==> src/rtl/mem_arbiter_if.sv <==
// mem_arbiter_if: bundle of the requester-side and memory-side buses that
// meet at mem_arbiter.
//   fetch port : i_req, i_addr -> i_ack, i_rdata (read-only)
//   data port  : d_req, d_rwn, d_addr, d_wdata -> d_ack, d_rdata
//   memory     : mem_start, mem_rwn, mem_address, mem_data_in -> memory
//                mem_ready, mem_data_out <- memory
// slave  = the arbiter's view; master = the environment's view
// (requesters and memory together).
interface mem_arbiter_if;
  logic        i_req;
  logic [7:0]  i_addr;
  logic        i_ack;
  logic [15:0] i_rdata;
  logic        d_req;
  logic        d_rwn;
  logic [7:0]  d_addr;
  logic [15:0] d_wdata;
  logic        d_ack;
  logic [15:0] d_rdata;
  logic        mem_start;
  logic        mem_rwn;
  logic [7:0]  mem_address;
  logic [15:0] mem_data_in;
  logic        mem_ready;
  logic [15:0] mem_data_out;

  modport slave (
    input  i_req, i_addr, d_req, d_rwn, d_addr, d_wdata, mem_ready, mem_data_out,
    output i_ack, i_rdata, d_ack, d_rdata, mem_start, mem_rwn, mem_address, mem_data_in
  );

  modport master (
    output i_req, i_addr, d_req, d_rwn, d_addr, d_wdata, mem_ready, mem_data_out,
    input  i_ack, i_rdata, d_ack, d_rdata, mem_start, mem_rwn, mem_address, mem_data_in
  );
endinterface

==> src/rtl/mem_arbiter.sv <==
// mem_arbiter: shares one 256x16 memory between a read-only fetch port and
// a read/write data port. One transaction at a time; data beats fetch
// unless fetch has been passed over STARVE_LIMIT times in a row. A
// watchdog aborts any transaction stuck in WAIT for TIMEOUT cycles.
// Ports:
//   clk    : clock, rising edge
//   reset  : synchronous, active-low
//   bus    : requester + memory handshake signals (mem_arbiter_if.slave)
//   busy   : FSM not in IDLE
//   owner  : 0 = fetch, 1 = data; current / last granted port
//   err    : sticky watchdog flag, cleared only by reset
module mem_arbiter #(
  parameter int          STARVE_LIMIT = 3,
  parameter int          TIMEOUT      = 15,
  parameter logic [15:0] ERR_DATA     = 16'hDEAD
) (
  input  logic           clk,
  input  logic           reset,
  mem_arbiter_if.slave   bus,
  output logic           busy,
  output logic           owner,
  output logic           err
);
  localparam int SW = $clog2(STARVE_LIMIT + 1);
  localparam int TW = $clog2(TIMEOUT + 1);

  typedef enum logic [1:0] {S_IDLE, S_ISSUE, S_WAIT, S_DONE} state_t;

  state_t        r_state;
  logic [SW-1:0] r_starve;
  logic [TW-1:0] r_tmo;
  logic          r_i_ack, r_d_ack, r_mem_start, r_mem_rwn;
  logic [7:0]    r_mem_address;
  logic [15:0]   r_mem_data_in, r_i_rdata, r_d_rdata;
  logic          r_busy, r_owner, r_err;

  logic          w_starved, w_data_win, w_first_wait, w_mem_done, w_timeout;
  logic [TW-1:0] w_tmo_nxt;
  logic [15:0]   w_rdata;

  // Fetch is forced through once data has won STARVE_LIMIT times in a row
  // while fetch was waiting.
  assign w_starved    = bus.i_req && (r_starve == SW'(STARVE_LIMIT));
  assign w_data_win   = bus.d_req && !w_starved;
  // r_tmo is zero only on the first WAIT cycle; memory's ready lags start
  // by a cycle, so ready is not trusted there.
  assign w_first_wait = (r_tmo == '0);
  assign w_mem_done   = !w_first_wait && bus.mem_ready;
  assign w_tmo_nxt    = r_tmo + TW'(1);
  assign w_timeout    = (w_tmo_nxt == TW'(TIMEOUT));
  assign w_rdata      = w_mem_done ? bus.mem_data_out : ERR_DATA;

  always_ff @(posedge clk) begin
    if (!reset) begin
      r_state       <= S_IDLE;
      r_starve      <= '0;
      r_tmo         <= '0;
      r_i_ack       <= 1'b0;
      r_d_ack       <= 1'b0;
      r_mem_start   <= 1'b0;
      r_mem_rwn     <= 1'b0;
      r_mem_address <= '0;
      r_mem_data_in <= '0;
      r_i_rdata     <= '0;
      r_d_rdata     <= '0;
      r_busy        <= 1'b0;
      r_owner       <= 1'b0;
      r_err         <= 1'b0;
    end else begin
      r_i_ack     <= 1'b0;
      r_d_ack     <= 1'b0;
      r_mem_start <= 1'b0;
      case (r_state)
        S_IDLE: begin
          if ((bus.i_req || bus.d_req) && bus.mem_ready) begin
            r_state     <= S_ISSUE;
            r_mem_start <= 1'b1;   // high for the single ISSUE cycle
            r_busy      <= 1'b1;
            r_tmo       <= '0;
            r_owner     <= w_data_win;
            if (w_data_win) begin
              r_mem_address <= bus.d_addr;
              r_mem_rwn     <= bus.d_rwn;
              r_mem_data_in <= bus.d_wdata;
              if (!bus.i_req)
                r_starve <= '0;
              else if (r_starve != SW'(STARVE_LIMIT))
                r_starve <= r_starve + SW'(1);
            end else begin
              r_mem_address <= bus.i_addr;
              r_mem_rwn     <= 1'b1;
              r_mem_data_in <= '0;
              r_starve      <= '0;
            end
          end
        end
        S_ISSUE: r_state <= S_WAIT;
        S_WAIT: begin
          r_tmo <= w_tmo_nxt;
          // A genuine completion wins over a watchdog expiry on the same cycle.
          if (w_mem_done || w_timeout) begin
            r_state <= S_DONE;
            if (!w_mem_done) r_err <= 1'b1;
            // Ack and read data are registered here so both are valid
            // together throughout the DONE cycle.
            if (r_owner) r_d_ack <= 1'b1;
            else         r_i_ack <= 1'b1;
            if (r_mem_rwn) begin
              if (r_owner) r_d_rdata <= w_rdata;
              else         r_i_rdata <= w_rdata;
            end
          end
        end
        S_DONE: begin
          r_state <= S_IDLE;
          r_busy  <= 1'b0;
        end
        default: r_state <= S_IDLE;
      endcase
    end
  end

  assign bus.i_ack       = r_i_ack;
  assign bus.d_ack       = r_d_ack;
  assign bus.i_rdata     = r_i_rdata;
  assign bus.d_rdata     = r_d_rdata;
  assign bus.mem_start   = r_mem_start;
  assign bus.mem_rwn     = r_mem_rwn;
  assign bus.mem_address = r_mem_address;
  assign bus.mem_data_in = r_mem_data_in;
  assign busy            = r_busy;
  assign owner           = r_owner;
  assign err             = r_err;
endmodule

==> src/flat_wrapper.sv <==
// flat-port wrapper written by rule: the top's interface ports become plain ports
module mem_arbiter_flat 
#(
  parameter int          STARVE_LIMIT = 3,
  parameter int          TIMEOUT      = 15,
  parameter logic [15:0] ERR_DATA     = 16'hDEAD
)
  (clk, reset, busy, owner, err, bus_i_req, bus_i_addr, bus_d_req, bus_d_rwn, bus_d_addr, bus_d_wdata, bus_mem_ready, bus_mem_data_out, bus_i_ack, bus_i_rdata, bus_d_ack, bus_d_rdata, bus_mem_start, bus_mem_rwn, bus_mem_address, bus_mem_data_in);
  mem_arbiter_if bus_i ();
  input  logic clk;
  input  logic reset;
  output logic busy;
  output logic owner;
  output logic err;
  input wire logic [$bits(bus_i.i_req)-1:0] bus_i_req;
  input wire logic [$bits(bus_i.i_addr)-1:0] bus_i_addr;
  input wire logic [$bits(bus_i.d_req)-1:0] bus_d_req;
  input wire logic [$bits(bus_i.d_rwn)-1:0] bus_d_rwn;
  input wire logic [$bits(bus_i.d_addr)-1:0] bus_d_addr;
  input wire logic [$bits(bus_i.d_wdata)-1:0] bus_d_wdata;
  input wire logic [$bits(bus_i.mem_ready)-1:0] bus_mem_ready;
  input wire logic [$bits(bus_i.mem_data_out)-1:0] bus_mem_data_out;
  output wire logic [$bits(bus_i.i_ack)-1:0] bus_i_ack;
  output wire logic [$bits(bus_i.i_rdata)-1:0] bus_i_rdata;
  output wire logic [$bits(bus_i.d_ack)-1:0] bus_d_ack;
  output wire logic [$bits(bus_i.d_rdata)-1:0] bus_d_rdata;
  output wire logic [$bits(bus_i.mem_start)-1:0] bus_mem_start;
  output wire logic [$bits(bus_i.mem_rwn)-1:0] bus_mem_rwn;
  output wire logic [$bits(bus_i.mem_address)-1:0] bus_mem_address;
  output wire logic [$bits(bus_i.mem_data_in)-1:0] bus_mem_data_in;
  assign bus_i.i_req = bus_i_req;
  assign bus_i.i_addr = bus_i_addr;
  assign bus_i.d_req = bus_d_req;
  assign bus_i.d_rwn = bus_d_rwn;
  assign bus_i.d_addr = bus_d_addr;
  assign bus_i.d_wdata = bus_d_wdata;
  assign bus_i.mem_ready = bus_mem_ready;
  assign bus_i.mem_data_out = bus_mem_data_out;
  assign bus_i_ack = bus_i.i_ack;
  assign bus_i_rdata = bus_i.i_rdata;
  assign bus_d_ack = bus_i.d_ack;
  assign bus_d_rdata = bus_i.d_rdata;
  assign bus_mem_start = bus_i.mem_start;
  assign bus_mem_rwn = bus_i.mem_rwn;
  assign bus_mem_address = bus_i.mem_address;
  assign bus_mem_data_in = bus_i.mem_data_in;
  mem_arbiter #(.STARVE_LIMIT(STARVE_LIMIT), .TIMEOUT(TIMEOUT), .ERR_DATA(ERR_DATA)) u_core (.clk(clk), .reset(reset), .bus(bus_i), .busy(busy), .owner(owner), .err(err));
endmodule
==> config.mk <==
export PLATFORM = sky130hd
export DESIGN_NAME = mem_arbiter_flat
export DESIGN_NICKNAME = d
export VERILOG_FILES = /design/src/rtl/mem_arbiter_if.sv /design/src/rtl/mem_arbiter.sv /design/src/flat_wrapper.sv
export SDC_FILE = /design/constraint.sdc
export NUM_CORES = 1
export LEC_CHECK = 0
export ABC_CLOCK_PERIOD_IN_PS = 2300
export BUFFER_PORTS_ARGS = -buffer_cell sky130_fd_sc_hd__clkbuf_2
export CORE_MARGIN = 1.5
export CORE_UTILIZATION = 49
export DETAILED_ROUTE_END_ITERATION = 12
export GPL_ROUTABILITY_DRIVEN = 0
export MAX_ROUTING_LAYER = met4
export PLACE_DENSITY = 0.8
export SLEW_MARGIN = 30
export SYNTH_ARGS = -nofsm -noshare
export SYNTH_HDL_FRONTEND = slang
export SYNTH_SLANG_ARGS = --single-unit
==> constraint.sdc <==
create_clock -name clk -period 2.3 [get_ports clk]
set_input_delay 0.115 -clock clk [delete_from_list [all_inputs] [get_ports clk]]
set_output_delay 0.115 -clock clk [all_outputs]
set_load 0.005 [all_outputs]
### Word-level counts from Yosys, hierarchy flattened

Cells that the tools add are included.

* register bits: 71
* output and inout port bits: 63
* logic and storage cells: 66

* reductions and logical operators: 22
* muxes and demuxes: 17
* equality and inequality tests: 9
* add/subtract/negate cells: 2
* bitwise gates (word level): 2

Operators by type and width (count)
* $mux 16: 2
* $mux 2: 5
* $reduce_and 2->1: 5
* $reduce_and 3->1: 3
* $mux 8: 1
* $pmux 2 s4: 1
* $pmux 4 s2: 1
* $reduce_and 4->1: 2
* $eq 2x2->1 const B: 3
* $mux 1: 5
* $add 4x1->4 const B: 1
* $eq 4x4->1 const B: 1
* $logic_and 1x1->1: 4
* $logic_not 4->1: 1
* $mux 4: 1
* $ne 2x1->1 const B: 2
* $reduce_bool 2->1: 2
* $ne 3x3->1 const B: 1
* $add 2x1->2 const B: 1
* $eq 2x1->1 const B: 1
* $logic_not 1->1: 2
* $logic_not 2->1: 1
* $logic_or 1x1->1: 2
* $ne 2x2->1 const B: 1
* 2 further kinds: 3

### Logic depth before layout (Yosys ltp)

* depth after elaboration: 6
* depth in mapped cells: 8
* depth with buffers taken out: 6

### Worst setup path before layout

No wires, ideal clock.

* path type: register -> register
* start point: register u_core.r_tmo[0]
* end point: register u_core.r_d_rdata[0], in the netlist u_core.bus.d_rdata[0]
* stages on the path, launching flop included: 8
* period minus slack after synthesis: 1.764 ns
* buffers on the path: 1
* data arrival time: 1.638 ns
* data required time: 2.174 ns
* slack: 0.536 ns
* cells stage by stage: dfxtp_1 > inv_1 > ha_1 > nor2b_1 > o221ai_2 > o2111ai_4 > buf_6 > mux2i_1

* cells in the longest elaborated chain, start to end: 5
* elaborated cells between the ends (all ways): 8
* classes of those cells: add/sub: 1; eq/ne: 1; mux: 1; reduce/logical: 5

Ends and longest elaborated chain
* from (decl): RTL line mem_arbiter.sv:31 `logic [TW-1:0] r_tmo;`
* from (signal assigned): RTL line mem_arbiter.sv:99 `r_tmo <= w_tmo_nxt;`
* branches (longest 5 deep; another with $add 4x1->4)
* to (signal assigned): RTL line mem_arbiter.sv:109 `if (r_owner) r_d_rdata <= w_rdata;`
* to (decl): RTL line mem_arbiter.sv:34 `logic [15:0] r_mem_data_in, r_i_rdata, r_d_rdata;`

Several ways; the timed one is not identified.
A chain may end at the register's enable or synchronous reset.

### Final worst setup path

* start point: register u_core.r_tmo[0]
* end point: register u_core.r_i_rdata[9], in the netlist u_core.bus.i_rdata[9]

* cells in the longest elaborated chain, start to end: 5
* elaborated cells between the ends (all ways): 8
* classes of those cells: add/sub: 1; eq/ne: 1; mux: 1; reduce/logical: 5

Ends and longest elaborated chain
* branches (longest 5 deep; another with $add 4x1->4)
* to (signal assigned): RTL line mem_arbiter.sv:110 `else r_i_rdata <= w_rdata;`
* to (decl): RTL line mem_arbiter.sv:34

Several ways; the timed one is not identified.

==> results.toml <==
[sta]
fin_tns_setup_ps = 0
worstMarginPinSlew_ps = 752.3
fin_crit_ps = 2085
slew_violations = 0
fmax_ghz = 0.4796
finalHoldViolCount = 0
grt_setup_unrepaired = "false"
setup_viol = 0
fin_skew_ps = 10.03
fin_crit_sh = 0.9066
relSlewSlack = 0.4982

[logic_synthesis]
synthCells = 333
synth_mux_area_frac = 0.1340
ys_warn_count = 0
synth_fp_nets = 395
synthTopCellsByArea = "dfxtp_1 45%, mux2i_1 13%, nand2_1 8.6%"
yosys.area.top_type = "dfxtp_1"
synthXorXnorAreaFrac = 0
synthFlopType = "dfxtp_1"
ys_seq_area_frac = 0.4530
syn_area_um2 = 3138
synth_cell_types = 33
synthArstFlopShare = 0
yosys.area_share.simple = 0.1643
yosysMostFrequentCell = "nand2_1"
synth_top_area_frac = 0.4530
synth_adder_area_share = 0.03190
synth_edf_count = 0
yosys-top-cells-count = "72 x nand2_1, 71 x dfxtp_1, 42 x mux2i_1"
synth_top_family_by_area = "compound AO/OA/AOI/OAI gates"
syn_area_per_cell_um2 = 9.423
synth_compound_area_frac = 0.1691
synth-seq-cells = 71

[floorplanning]
die-area_um2 = 6893
core_um2 = 6061
io_pins = 117
rows = 28
die_h_um = 83.03
die_x_um = 83.03
start_util = 0.5178

[cts]
ctsRootBufferMaster = "clkbuf_8"
h-tree-depth = 3
cts.sinks = 71
clockBufferDepth = 2
post_cts_buffers = 0
hold_buffers = 0
clkSlewWorstSetupHoldPaths_ps = 70
clk_latency_ps = 330
cts_buffers = 9
cts_resized = 0
cts_tree = "built"

[worst_setup_path]
rr_worst_depth = 6
slowest_delay_ps = 670
rr_startpoint = "u_core.r_tmo[0]$_SDFFE_PN0P_"
crit_required_ps = 2550
r2r-end = "u_core.bus.i_rdata[9]$_SDFFE_PN0P_"
arrival_ps = 2340
cp_cell_sequence = "inv_1 -> ha_1 -> nand2_1 -> o221ai_2 -> o2111ai_4 -> mux2i_1"
start_kind = "register"
worstSetupEndpoint = "u_core.bus.i_rdata[9]$_SDFFE_PN0P_"
cpMaxStageDelayCell = "o2111ai_4"
endpoint_kind = "register"
rrSetupSlack_ps = 210
crit_path_start = "u_core.r_tmo[0]$_SDFFE_PN0P_"
crit_fanout = 16
timing_worst_setup_path_type = "register to register"

[pwr]
p_per_area_nw_per_um2 = 777.8
p_leak_uw = 0.001999
peakVddDrop_uv = 638.5
power.total_uw = 3078

[detailed_routing]
final_antenna_net_count = 0
wl_per_cell_um = 13.61
drt_iter0_drc = 93
via_per_inst = 5.268
vias = 2734
drtPass1Iterations = 4
drc = 0
wirelength_um = 7064

[final_layout]
diodes = 0
drive_gt1_frac = 0.3198
nNetsFinal = 501
stdcell_count = 519
area_growth_pct = 26.12

[placed_design]
hpwl_um = 5083
numPortBuffers = 116
dp.cells = 503

[global_routing]
grt_use_total = 0.2136
grt_max_degree = 60
grt_pass1_vias = 2576
grt_pass1_wl_um = 11890
overflow = 0
antenna_found_initial = 0

[status]
status = "completed"

[hold_path]
hold_path_class = "input pin to register"

[run]
cap_violations = 0
-- report_power, final --
| group | total, uW | internal (uW) | switching (uW) |
|---|---|---|---|
| registers | 1390 | 1320 | 68.2 |
| clock network | 1090 | 641 | 446 |
| logic | 602 | 248 | 354 |
-- worst min path at each step --
stage / cells past startpoint / end / start / slack, ps
after floorplan: 2 / u_core.bus.mem_data_in[10]$_SDFFE_PN0P_ / bus_d_wdata[10] / 270
after global placement: 3 / u_core.bus.mem_data_in[9]$_SDFFE_PN0P_ / bus_d_wdata[9] / 360
after detailed placement: 3 / u_core.bus.mem_data_in[1]$_SDFFE_PN0P_ / bus_d_wdata[1] / 370
after CTS: 3 / u_core.bus.mem_data_in[1]$_SDFFE_PN0P_ / bus_d_wdata[1] / 4
after global routing: 3 / u_core.bus.mem_data_in[1]$_SDFFE_PN0P_ / bus_d_wdata[1] / 10
final: 3 / u_core.bus.mem_data_in[1]$_SDFFE_PN0P_ / bus_d_wdata[1] / 20
-- metrics by stage --
stage	setup WS (ps)	cell area, um2	hold WS, ps	util
final	214.8	3958	22.33	0.6530
after global routing	59.60	3958	12.06	0.6530
after CTS	202.3	3958	4.074	0.6530
after detailed placement	249.6	3735	372.2	0.6162
after global placement	362.5	3735	361.4	0.6162
after floorplan	536.1	3138	273.4	-
-- sequential cells by signal, summed over array words and instances, names as in the netlist --
| name | flops |
|---|---|
| u_core.err | 1 |
| u_core.r_tmo | 4 |
| u_core.bus.mem_address | 8 |
| u_core.bus.d_rdata | 16 |
| u_core.r_starve | 2 |
| u_core.bus.d_ack | 1 |
| u_core.busy | 1 |
| u_core.bus.mem_start | 1 |
| u_core.bus.mem_rwn | 1 |
| u_core.bus.i_ack | 1 |
| u_core.r_state | 2 |
| u_core.bus.i_rdata | 16 |
| u_core.owner | 1 |
| u_core.bus.mem_data_in | 16 |
-- cells by family after synthesis --
logic type | count (synthesis)
AND/OR/NAND/NOR | 115
flip-flops | 71
AO/OA/AOI/OAI | 65
multiplexers | 42
buffers and inverters | 32
adder cells (fa/ha/maj) | 8
-- area by class of cell --
cell class | instances | area, um2
Tap cell | 75 | 93.84
Inverter | 7 | 26.28
Multi-Input combinational cell | 230 | 1570
Sequential cell | 71 | 1421
Clock buffer | 11 | 141.4
Timing Repair Buffer | 120 | 623.1
Fill cell | 508 | 2103
Clock inverter | 5 | 81.33
-- cells in the final DEF (no fill, tap or decap), types with 2 or more instances in the layout --
cell	n
o211a_1	9
and2_1	4
mux2i_1	42
nor2_1	2
a211oi_1	4
o21a_1	3
inv_1	7
a21boi_0	21
a21bo_2	2
a21oi_1	2
o21ai_0	15
o2111ai_4	2
buf_4	3
clkbuf_2	116
ha_1	8
nand3_1	24
dfxtp_1	71
nor2b_1	4
bufinv_16	2
nand2_1	72
nand3b_1	3
clkbuf_8	10
-- per-layer routing --
| metal | track usage | vias up | share of wire |
|---|---|---|---|
| li1 | - | 1369 | - |
| met1 | 0.2522 | 1270 | 0.43 |
| met2 | 0.3577 | 85 | 0.50 |
| met3 | 0.05070 | 10 | 0.050 |
| met4 | 0.07273 | 0 | 0.015 |
| met5 | - | - | 0 |
-- critical path, delay by kind of cell (launching register included) --
kind / cells / cell delay, ps
AOI/OAI and AO/OA: 2 / 840
adders and majority gates: 1 / 250
and+or+nand+nor: 1 / 100
DFF: 1 / 440
buffers and inverters: 1 / 110
muxes: 1 / 270
(Power assumes the default switching activity.)
